--- src/rtl/serial_frame_rx.sv ---
// -----------------------------------------------------------------------------
// serial_frame_rx
//
// Asynchronous serial receiver for the debug/frame path. Recovers frames of
// FRAME_BITS payload bits (LSB first) framed by one start bit (0) and one stop
// bit (1) from the idle-high line rx, oversampled at CLK_DIV clk cycles per bit.
// Each good frame is presented on frame together with a one-cycle frame_valid
// pulse. A frame whose stop bit samples low is discarded and reported with a
// one-cycle frame_err pulse; frame keeps its previous good value.
//
// Parameters
//   CLK_DIV     clk cycles per serial bit (>= 4, even)
//   FRAME_BITS  payload bits per frame
//
// Ports
//   clk          in   system clock, all logic on the rising edge
//   rst          in   asynchronous, active-high reset
//   rx           in   serial line, idle high, asynchronous to clk
//   frame        out  last good frame received, held until the next good one
//   frame_valid  out  one-cycle pulse: frame has just been updated
//   frame_err    out  one-cycle pulse: stop bit sampled low, frame discarded
//   busy         out  high whenever the receiver FSM is not idle
//
// Timing
//   rx passes a 2-flop synchroniser; every decision uses the synchronised
//   copy rx_s. The start bit is re-checked half a bit after its falling edge,
//   so all later samples land near bit centres. frame_valid / frame_err rise
//   3 clk cycles after the mid-stop-bit point on rx (2 sync + 1 register).
// -----------------------------------------------------------------------------
module serial_frame_rx #(
    parameter int CLK_DIV    = 16,
    parameter int FRAME_BITS = 9
) (
    input  logic                  clk,
    input  logic                  rst,
    input  logic                  rx,
    output logic [FRAME_BITS-1:0] frame,
    output logic                  frame_valid,
    output logic                  frame_err,
    output logic                  busy
);

    // -------------------------------------------------------------------------
    // Derived widths and compare points
    // -------------------------------------------------------------------------
    localparam int CW = $clog2(CLK_DIV);
    localparam int IW = (FRAME_BITS > 1) ? $clog2(FRAME_BITS) : 1;

    // Half a bit after the start edge: centre of the start bit.
    localparam logic [CW-1:0] CNT_MID  = CW'(CLK_DIV / 2 - 1);
    // One full bit period: centre of the next bit.
    localparam logic [CW-1:0] CNT_END  = CW'(CLK_DIV - 1);
    localparam logic [IW-1:0] IDX_LAST = IW'(FRAME_BITS - 1);

    typedef enum logic [2:0] {
        IDLE,
        START,
        DATA,
        STOP,
        RECOVER
    } state_t;

    // -------------------------------------------------------------------------
    // Input synchroniser
    // Both stages reset to 1 so a reset never looks like a start bit.
    // -------------------------------------------------------------------------
    logic rx_meta;
    logic rx_s;

    // NOTE: sequential state is assigned with non-blocking (<=) so each flop
    // captures pre-edge values; blocking here would merge the two synchroniser
    // stages into a single flop.
    always_ff @(posedge clk or posedge rst) begin
        if (rst) begin
            rx_meta <= 1'b1;
            rx_s    <= 1'b1;
        end else begin
            rx_meta <= rx;
            rx_s    <= rx_meta;
        end
    end

    // -------------------------------------------------------------------------
    // Receiver state
    // -------------------------------------------------------------------------
    state_t                state;
    state_t                state_next;
    logic [CW-1:0]         cnt;
    logic [CW-1:0]         cnt_next;
    logic [IW-1:0]         idx;
    logic [IW-1:0]         idx_next;
    logic [FRAME_BITS-1:0] shift_reg;
    logic [FRAME_BITS-1:0] shift_next;
    logic [FRAME_BITS-1:0] frame_next;
    logic                  valid_next;
    logic                  err_next;

    // -------------------------------------------------------------------------
    // Next-state and datapath decode
    //
    // cnt free-runs inside START/DATA/STOP and is restarted at every sampling
    // point, so it always measures distance from the previous bit centre.
    // IDLE and RECOVER hold cnt at zero so START begins a clean half-bit count.
    // -------------------------------------------------------------------------
    // NOTE: every variable written here gets a default before the case, so
    // no path leaves it unassigned and no latch is inferred.
    always_comb begin
        state_next = state;
        cnt_next   = cnt + CW'(1);
        idx_next   = idx;
        shift_next = shift_reg;
        frame_next = frame;
        valid_next = 1'b0;
        err_next   = 1'b0;

        case (state)
            IDLE: begin
                cnt_next = '0;
                if (!rx_s) begin
                    state_next = START;
                end
            end

            START: begin
                // Re-check at mid start bit: anything shorter than half a bit
                // is treated as a glitch and dropped silently.
                if (cnt == CNT_MID) begin
                    cnt_next = '0;
                    if (!rx_s) begin
                        state_next = DATA;
                        idx_next   = '0;
                    end else begin
                        state_next = IDLE;
                    end
                end
            end

            DATA: begin
                if (cnt == CNT_END) begin
                    cnt_next = '0;
                    // Payload arrives LSB first: bit idx lands at position idx.
                    for (int i = 0; i < FRAME_BITS; i++) begin
                        if (idx == IW'(i)) begin
                            shift_next[i] = rx_s;
                        end
                    end
                    if (idx == IDX_LAST) begin
                        state_next = STOP;
                    end else begin
                        idx_next = idx + IW'(1);
                    end
                end
            end

            STOP: begin
                if (cnt == CNT_END) begin
                    cnt_next = '0;
                    if (rx_s) begin
                        // Leaving at mid-stop lets a start bit that follows
                        // the stop bit directly be seen without any gap.
                        frame_next = shift_reg;
                        valid_next = 1'b1;
                        state_next = IDLE;
                    end else begin
                        err_next   = 1'b1;
                        state_next = RECOVER;
                    end
                end
            end

            RECOVER: begin
                // A held-low line (break) must not be mistaken for a new
                // start bit; wait for the line to return high first.
                cnt_next = '0;
                if (rx_s) begin
                    state_next = IDLE;
                end
            end

            default: begin
                cnt_next   = '0;
                state_next = IDLE;
            end
        endcase
    end

    // -------------------------------------------------------------------------
    // Control and output registers
    // -------------------------------------------------------------------------
    always_ff @(posedge clk or posedge rst) begin
        if (rst) begin
            state       <= IDLE;
            cnt         <= '0;
            idx         <= '0;
            frame       <= '0;
            frame_valid <= 1'b0;
            frame_err   <= 1'b0;
        end else begin
            state       <= state_next;
            cnt         <= cnt_next;
            idx         <= idx_next;
            frame       <= frame_next;
            frame_valid <= valid_next;
            frame_err   <= err_next;
        end
    end

    // NOTE: the payload shift register is intentionally left without reset:
    // every bit is rewritten during DATA before STOP can copy it to frame, so
    // its power-up contents are never observable.
    always_ff @(posedge clk) begin
        shift_reg <= shift_next;
    end

    assign busy = (state != IDLE);

endmodule

--- config.mk ---
export PLATFORM = sky130hd
export DESIGN_NAME = serial_frame_rx
export DESIGN_NICKNAME = d
export VERILOG_FILES = /design/src/rtl/serial_frame_rx.sv
export SDC_FILE = /design/constraint.sdc
export NUM_CORES = 1
export LEC_CHECK = 0
export BUFFER_PORTS_ARGS = -buffer_cell sky130_fd_sc_hd__buf_4
export CAP_MARGIN = 20
export CORE_AREA = 3 3 63 80
export DETAILED_ROUTE_END_ITERATION = 10
export DIE_AREA = 0 0 66 83
export GPL_ROUTABILITY_DRIVEN = 0
export PLACE_DENSITY_LB_ADDON = 0.12
export REMOVE_ABC_BUFFERS = 1
export SKIP_LAST_GASP = 1
export SYNTH_ARGS = -nofsm -noshare
export SYNTH_HDL_FRONTEND = slang
export SYNTH_SLANG_ARGS = --single-unit
--- constraint.sdc ---
create_clock -name clk -period 5 [get_ports clk]
set_input_delay 1.25 -clock clk [delete_from_list [all_inputs] [get_ports clk]]
set_output_delay 1.25 -clock clk [all_outputs]
set_load 0.03 [all_outputs]
==> results.py <==
metrics = {
    "status": {
        "outcome": "completed",
    },
    "timing": {
        "worst_pin_slew_ps": 465,
        "maxSlewViolCount": 0,
        "fmax_ghz": 0.384,
        "clock-skew-final_ps": 8.17,
        "period_share_pct": 52.1,
        "period_minus_slack_ps": 2600,
        "slew_headroom_pct": 69.0,
        "rsz0062_at_grt": "no",
        "setup_violations": 0,
        "hold_viol_final": 0,
        "final.setup.tns_ps": 0,
    },
    "floorplan": {
        "start_util_pct": 34.5,
        "io_pins": 15,
        "coreArea_um2": 4360,
        "dieArea_um2": 5480,
        "rows": 27,
        "fp.dieW_um": 66,
        "die_h_um": 83,
    },
    "min_path": {
        "hold_end": "rx_s",
        "worstHoldStart": "rx_meta",
        "min_delay_path_depth": 0,
        "min_path_type": "reg2reg",
    },
    "place": {
        "port_buffers": 14,
        "place_hpwl_um": 1920,
    },
    "job": {
        "cap_violations": 0,
    },
    "clock_tree": {
        "cts_tree": "built",
        "cts_buffers": 5,
        "post_cts.repair.setup_buffers": 0,
        "ctsResizeCount": 0,
        "cts_sinks": 33,
        "cts-root-buf": "clkbuf_8",
        "path_clk_slew_ps": 70,
        "cts_hold_buf": 0,
        "clock_latency_ps": 280,
        "h-tree-depth": 2,
        "cts_buffer_depth": 2,
    },
    "yosys": {
        "synth_area_leader_cell": "dfrtp_1",
        "synth_seq_cells": 33,
        "syn_inst": 128,
        "syn_avg_cell_area_um2": 11.8,
        "yosysWarnings": 0,
        "synthArstFlopShare_pct": 72.7,
        "synth_cell_types": 37,
        "yosysTopAreaCellShare_pct": 36.6,
        "synth.yosys.seq_area_share_pct": 58.0,
        "synth_edf_count": 9,
        "synth_ff_type": "dfrtp_1",
        "netlist_area_um2": 1510,
        "ys_top_cells_by_area": "dfrtp_1 37%, edfxtp_1 18%, mux2_2 7.5%",
    },
    "critical_path": {
        "r2r_cells": 3,
        "crit_path_start_kind": "register",
        "setup.worst_path.end_class": "output port",
        "required_ps": 3750,
        "path_cells": "or3_1 > buf_4",
        "slowest_delay_ps": 500,
        "worstReg2RegStart": "cnt[3]",
        "crit_arrival_ps": 1350,
        "reg2reg_to": "frame[8]",
        "r2r_setup_slack_ps": 3000,
        "critPathSlowestCell": "dfrtp_1",
        "cp_max_fo": 12,
        "worstSetupPathType": "reg2out",
    },
    "route": {
        "vias_per_cell": 4.89,
        "antenna_left": 0,
        "drc_errors": 0,
        "num_vias": 993,
        "wl_um": 2720,
        "wire_per_inst_um": 13.4,
        "drt-initial-drc-count": 22,
        "dr.pass1.iters": 4,
    },
    "global_routing": {
        "grt_first_pass_wirelength_um": 4850,
        "grt_pass1_vias": 1031,
        "gr-total-overflow": 0,
        "track_usage_pct": 11.5,
        "antenna_found_initial": 0,
        "grt_max_degree": 25,
    },
    "power_and_ir_drop": {
        "power_mw": 0.817,
        "p_leak_nw": 0.792,
        "peakVddDrop_mv": 0.193,
        "powerDensity_nw_per_um2": 463,
    },
    "finish": {
        "drive_above_1_share_pct": 24.8,
        "num_antenna_cells": 0,
        "area_growth_syn_to_layout_pct": 17.2,
        "nNetsFinal": 152,
    },
}
[worst max-delay path, delay by kind of cell, from the launching register on]
kind | cells | cell delay (ps)
and+or+nand+nor | 1 | 400
buffers and inverters | 1 | 170
DFF | 1 | 500
[cell usage in the layout (no fill, tap or decap), types with 2 or more instances in the layout]
master	instances
dfrtp_1	22
buf_4	14
mux2_2	10
nor2_1	9
edfxtp_1	9
nand2_1	8
and3_1	7
inv_1	7
clkbuf_8	6
nor3_1	5
a21oi_1	5
ha_1	5
a311oi_1	3
nand3_1	3
o21ai_0	3
xnor2_1	2
or3b_1	2
o22ai_1	2
dfstp_2	2
[power by group]
group          total, mW  internal [mW]  switching, mW  leakage, nW
logic              0.230          0.105          0.124        0.355
registers          0.384          0.320         0.0632        0.388
clock network      0.203          0.109         0.0942       0.0486
[stage by stage]
step	hold WS, ps	setup slack [ps]	utilization [%]	instance area (µm²)	cells
floorplan	345	2780	-	1480	122
global placement	347	2720	38.0	1660	194
detailed placement	348	2710	38.0	1660	194
CTS	361	2400	40.1	1750	202
global route	368	2340	40.5	1760	203
finish	359	2400	40.5	1760	203
[worst max path at each step]
stage / slack (ps) / cells after the start / start / to
floorplan: 2780 / 1 / state[0] / busy
global placement: 2720 / 2 / state[0] / busy
detailed placement: 2710 / 2 / state[0] / busy
CTS: 2400 / 2 / state[0] / busy
global route: 2340 / 2 / state[0] / busy
finish: 2400 / 2 / state[0] / busy
[Yosys cell counts, drive strengths merged (4+ instances only)]
library cell	number
and3	7
clkbuf	4
nor2	9
nor3	5
inv	7
nand2	8
a21oi	5
dfrtp	22
mux2	10
ha	5
edfxtp	9
[metal layers]
metal,share of wire [%],up-vias,track usage [%]
met4,2.0,0,5.73
met3,3.3,6,3.25
met2,48,18,17.0
met5,0,-,0
met1,47,478,15.1
li1,-,491,-
[final cells by class]
| cell class | count | area [µm²] |
|---|---|---|
| Fill cell | 404 | 2590 |
| Sequential cell | 33 | 873 |
| Multi-Input combinational cell | 82 | 581 |
| Timing Repair Buffer | 15 | 120 |
| Clock buffer | 6 | 82.6 |
| Tap cell | 58 | 72.6 |
| Inverter | 7 | 26.3 |
| Clock inverter | 2 | 8.76 |
[cells by family after synthesis]
group / count (synthesis) / share of synthesized area [%]
adders and majority gates: 5 / 4.16
buffers and inverters: 13 / 3.41
muxes: 10 / 7.48
AOI/OAI and AO/OA: 20 / 9.06
and+or+nand+nor: 45 / 16.7
DFF: 33 / 58.0
xor gates and xnor gates: 2 / 1.16
Note: power is estimated with default switching activity, not from simulation.
